`src/rtl/stream_mux_arb.sv`:
```
// rtl/stream_mux_arb.sv - N-channel valid/ready stream multiplexer with arbiter and registered output
module stream_mux_arb #(
    parameter int N_CH     = 4,
    parameter int WIDTH    = 8,
    parameter int ARB_MODE = 1,
    parameter int CH_W     = $clog2(N_CH)
) (
    input  logic                    clk,
    input  logic                    rst_n,
    input  logic [N_CH-1:0]         in_valid,
    input  logic [N_CH*WIDTH-1:0]   in_data,
    output logic [N_CH-1:0]         in_ready,
    output logic                    out_valid,
    output logic [WIDTH-1:0]        out_data,
    output logic [CH_W-1:0]         out_ch,
    input  logic                    out_ready
);

    logic [CH_W-1:0]  ptr;
    logic [CH_W-1:0]  start;
    logic [CH_W:0]    idx;
    logic [CH_W-1:0]  gnt_idx;
    logic             gnt_found;
    logic [N_CH-1:0]  grant;
    logic [WIDTH-1:0] sel_data;
    logic             load;
    logic             xfer;

    // Fixed priority always searches from channel 0; round-robin starts at ptr.
    assign start = (ARB_MODE == 1) ? ptr : '0;

    // Pick the first valid channel in circular order from start.
    always_comb begin
        gnt_found = 1'b0;
        gnt_idx   = '0;
        idx       = '0;
        for (int k = 0; k < N_CH; k++) begin
            idx = {1'b0, start} + (CH_W+1)'(k);
            if (idx >= (CH_W+1)'(N_CH)) begin
                idx = idx - (CH_W+1)'(N_CH);
            end
            if (!gnt_found && in_valid[idx[CH_W-1:0]]) begin
                gnt_found = 1'b1;
                gnt_idx   = idx[CH_W-1:0];
            end
        end
    end

    // One-hot grant vector and the word of the granted channel.
    always_comb begin
        grant = '0;
        if (gnt_found) begin
            grant[gnt_idx] = 1'b1;
        end
        sel_data = in_data[gnt_idx*WIDTH +: WIDTH];
    end

    // The output register can take a word when empty or draining this cycle.
    assign load     = ~out_valid | out_ready;
    assign in_ready = grant & {N_CH{load & rst_n}};
    assign xfer     = |(in_valid & in_ready);

    // Output register: capture on transfer, empty on drain, hold under backpressure.
    always_ff @(posedge clk or negedge rst_n) begin
        if (!rst_n) begin
            out_valid <= 1'b0;
            out_data  <= '0;
            out_ch    <= '0;
        end else if (xfer) begin
            out_valid <= 1'b1;
            out_data  <= sel_data;
            out_ch    <= gnt_idx;
        end else if (out_ready) begin
            out_valid <= 1'b0;
        end
    end

    // Round-robin pointer moves just past the channel that was served.
    always_ff @(posedge clk or negedge rst_n) begin
        if (!rst_n) begin
            ptr <= '0;
        end else if (xfer && (ARB_MODE == 1)) begin
            ptr <= (gnt_idx == CH_W'(N_CH-1)) ? '0 : gnt_idx + 1'b1;
        end
    end

    a_ready_onehot0: assert property (@(posedge clk) disable iff (!rst_n)
        $onehot0(in_ready));

    a_out_stable: assert property (@(posedge clk) disable iff (!rst_n)
        (out_valid && !out_ready) |=> ($stable(out_data) && $stable(out_ch)));

endmodule

```
`config.mk`:
```
export PLATFORM = sky130hd
export DESIGN_NAME = stream_mux_arb
export DESIGN_NICKNAME = d
export VERILOG_FILES = /design/src/rtl/stream_mux_arb.sv
export SDC_FILE = /design/constraint.sdc
export NUM_CORES = 1
export LEC_CHECK = 0
export BUFFER_PORTS_ARGS = -buffer_cell sky130_fd_sc_hd__clkbuf_2
export CAP_MARGIN = 20
export CORE_MARGIN = 2
export CORE_UTILIZATION = 39
export DETAILED_ROUTE_END_ITERATION = 10
export HOLD_SLACK_MARGIN = 0.1
export PLACE_DENSITY = 0.75
export SYNTH_ARGS = -nofsm -noshare
export SYNTH_HDL_FRONTEND = slang
export SYNTH_SLANG_ARGS = --single-unit
```
`constraint.sdc`:
```
create_clock -name clk -period 2.3 [get_ports clk]
set_input_delay 0.115 -clock clk [delete_from_list [all_inputs] [get_ports clk]]
set_output_delay 0.115 -clock clk [all_outputs]
set_load 0.005 [all_outputs]
```
==> flow_summary.yaml <==
run_status:
  outcome: "finished clean"
clocking:
  clock-sinks: 13
  cts_setup_buffers: 0
  path_clk_slew_ps: 70
  htreeDepth: 1
  clockBufferDepth: 2
  worstSkewPairLatency_ps: 270
  cts_tree: "done"
  cts_inserted_buffers: 3
  cts-root-buf: "clkbuf_4"
power_and_ir_drop:
  intPower_w: 0.0008416
  swShare: 0.3715
  power_density_nw_per_um2: 1051
  p_comb_frac: 0.575
  p_leak_nw: 0.6817
  p_sw_w: 0.0004974
  seq_power_share: 0.325
  ir_drop_mv: 0.5594
  p_clk_frac: 0.100
  p_total_w: 0.001339
yosys:
  syn_inst: 82
  yosysWarnings: 0
  syn_area_um2: 938.4
  ys_top_cells_by_area: "dfrtp_1 35%, mux2i_1 26%, mux2_2 12%"
  synth.distinct_cells: 24
  synth_nets: 122
  synth_top_area_cell: "dfrtp_1"
  ys_seq_elements: 13
  synth_top_area_frac: 0.3467
  syn_avg_cell_area_um2: 11.44
  seq_area_frac_synth: 0.3467
route:
  drc: 0
  viasPerCell: 4.929
  routedWlPerCell_um: 12.63
  drtIter0Drc: 0
  drt-pass1-iter-count: 1
  wl_um: 2122
  vias: 828
  antenna_left: 0
worst_hold_path:
  hp-class: "in2reg"
timing:
  finalSetupViolations: 0
  relSlewSlack: 0.7774
  slew_viol_final: 0
  clock.fmax_ghz: 0.4666
  clock_skew_ps: 1.318
  post-route-period-util: 0.9318
  hold_viol: 0
  rsz0062_at_grt: "no"
  max_slew.worst_pin.slew_ps: 331.0
  fin_crit_ps: 2143
  finalSetupTns_ps: 0
setup_path:
  end_kind: "flip-flop"
  cp.required_ps: 2450
  arrival_ps: 2300
  worstSetupPathType: "reg2reg"
  crit_fanout: 14
  cp-start-kind: "flip-flop"
global_route:
  antenna_found_initial: 0
  grt_max_degree: 19
  grt_pass1_wl_um: 3705
  grt_usage: 0.1830
  grt_pass1_vias: 861
  overflow: 0
finish:
  final-seq-area_um2: 325.3
  drive_gt1_frac: 0.5429
  final_cell_mix: "53 x clkbuf_2, 24 x mux2i_1, 13 x dfrtp_1, 10 x mux2_2, 6 x nor2_1"
  mostFrequentLayoutCell: "clkbuf_2"
  antenna_cells: 0
  final_nets: 181
  area_growth_pct: 35.73
  multi_input_area_um2: 579.3
  fillers: 231
floorplanning:
  boundaryPins: 54
  start_util: 0.4202
  die_height_um: 53.05
  die-area_um2: 2814
  rows: 17
  die_w_um: 53.05
  core_area_um2: 2233
placed_design:
  gp_congestion: 0.6699
  dp_hpwl_um: 1779
  port_buffers: 53
flow_run:
  drv_cap: 0
-- final cells by class --
| cell class | count | share of cell area |
|---|---|---|
| clock buffer | 4 | 0.02063 |
| inverter | 2 | 0.007859 |
| multi-input combinational | 64 | 0.4548 |
| sequential | 13 | 0.2554 |
| tap | 28 | 0.02750 |
| timing repair buffer | 57 | 0.2338 |
-- synthesized netlist by cell type (all sizes together) --
cell,count
a21boi,2
a21o,1
a21oi,3
a32o,1
and2,1
and3,1
buf,3
dfrtp,13
ha,1
inv,2
mux2,11
mux2i,24
nand2,4
nand2b,2
nand4bb,1
nor2,6
nor2b,3
nor3,1
o21a,1
o32ai,1
-- timing repair --
action,4_1_cts,5_1_grt
hold buffers,1,0
setup endpoints to repair,0,1
resized for setup,0,2
endpoints found under the hold margin,13,0
-- state kept, by name (all words and copies together), names as in the netlist --
signal,count
out_data,8
out_valid,1
ptr,2
out_ch,2
-- worst max-delay path, cell delays in order, from the launching register on --
cell	delay (ps)
dfrtp_1	410
nand2b_1	180
nor2b_1	160
o32ai_4	170
inv_4	50
ha_1	190
nand2_1	70
nand4bb_1	110
a32o_2	360
mux2_1	340
-- worst paths after layout --
path	cells past startpoint	from	to	slack, ps
setup / recovery	9	ptr[0]$_DFFE_PN0P_	ptr[1]$_DFFE_PN0P_	160
min in group asynchronous	3	rst_n	out_ch[0]$_DFFE_PN0P_	350
setup reg to reg	9	ptr[0]$_DFFE_PN0P_	ptr[1]$_DFFE_PN0P_	160
hold reg to reg	1	out_valid$_DFFE_PN0P_	out_valid$_DFFE_PN0P_	510
hold / removal	3	out_ready	out_valid$_DFFE_PN0P_	110
max in group asynchronous	3	rst_n	out_data[6]$_DFFE_PN0P_	1790
-- cell families after synthesis --
| kind of cell | after synthesis | synth area share |
|---|---|---|
| muxes | 35 | 0.3880 |
| buffers and inverters | 5 | 0.04267 |
| and+or+nand+nor | 19 | 0.1160 |
| adders and majority gates | 1 | 0.01333 |
| AOI/OAI and AO/OA | 9 | 0.09334 |
| DFF | 13 | 0.3467 |
-- stage by stage --
| stage | setup WS [ps] | cells | area, µm² | util | hold slack, ps |
|---|---|---|---|---|---|
| 2_1_floorplan | 23.78 | 82 | 938.4 | - | -180.6 |
| 3_3_place_gp | 229.0 | 163 | 1231 | 0.5513 | 102.6 |
| 3_5_place_dp | 140.8 | 163 | 1231 | 0.5513 | 104.4 |
| 4_1_cts | 137.9 | 168 | 1267 | 0.5675 | 104.7 |
| 5_1_grt | 5.957 | 168 | 1274 | 0.5703 | 109.0 |
| 6_report | 156.9 | 168 | 1274 | 0.5703 | 107.4 |
-- power by group through the flow --
stage	clock, W	sequential, W	combinational [W]
after floorplan	0	0.000430	0.000552
after global placement	0	0.000432	0.000749
after detailed placement	0	0.000435	0.000783
after CTS	0.000140	0.000434	0.000784
after global routing	0.000156	0.000453	0.000853
final	0.000134	0.000435	0.000771
-- layer usage --
| metal | track usage | part of all wire | vias to the layer above |
|---|---|---|---|
| met5 | 0 | 0 | - |
| li1 | - | - | 412 |
| met2 | 0.3333 | 0.52 | 33 |
| met3 | 0.03390 | 0.066 | 4 |
| met1 | 0.2011 | 0.39 | 379 |
| met4 | 0.08974 | 0.021 | 0 |
No activity file was read; power rests on OpenSTA's default activity.
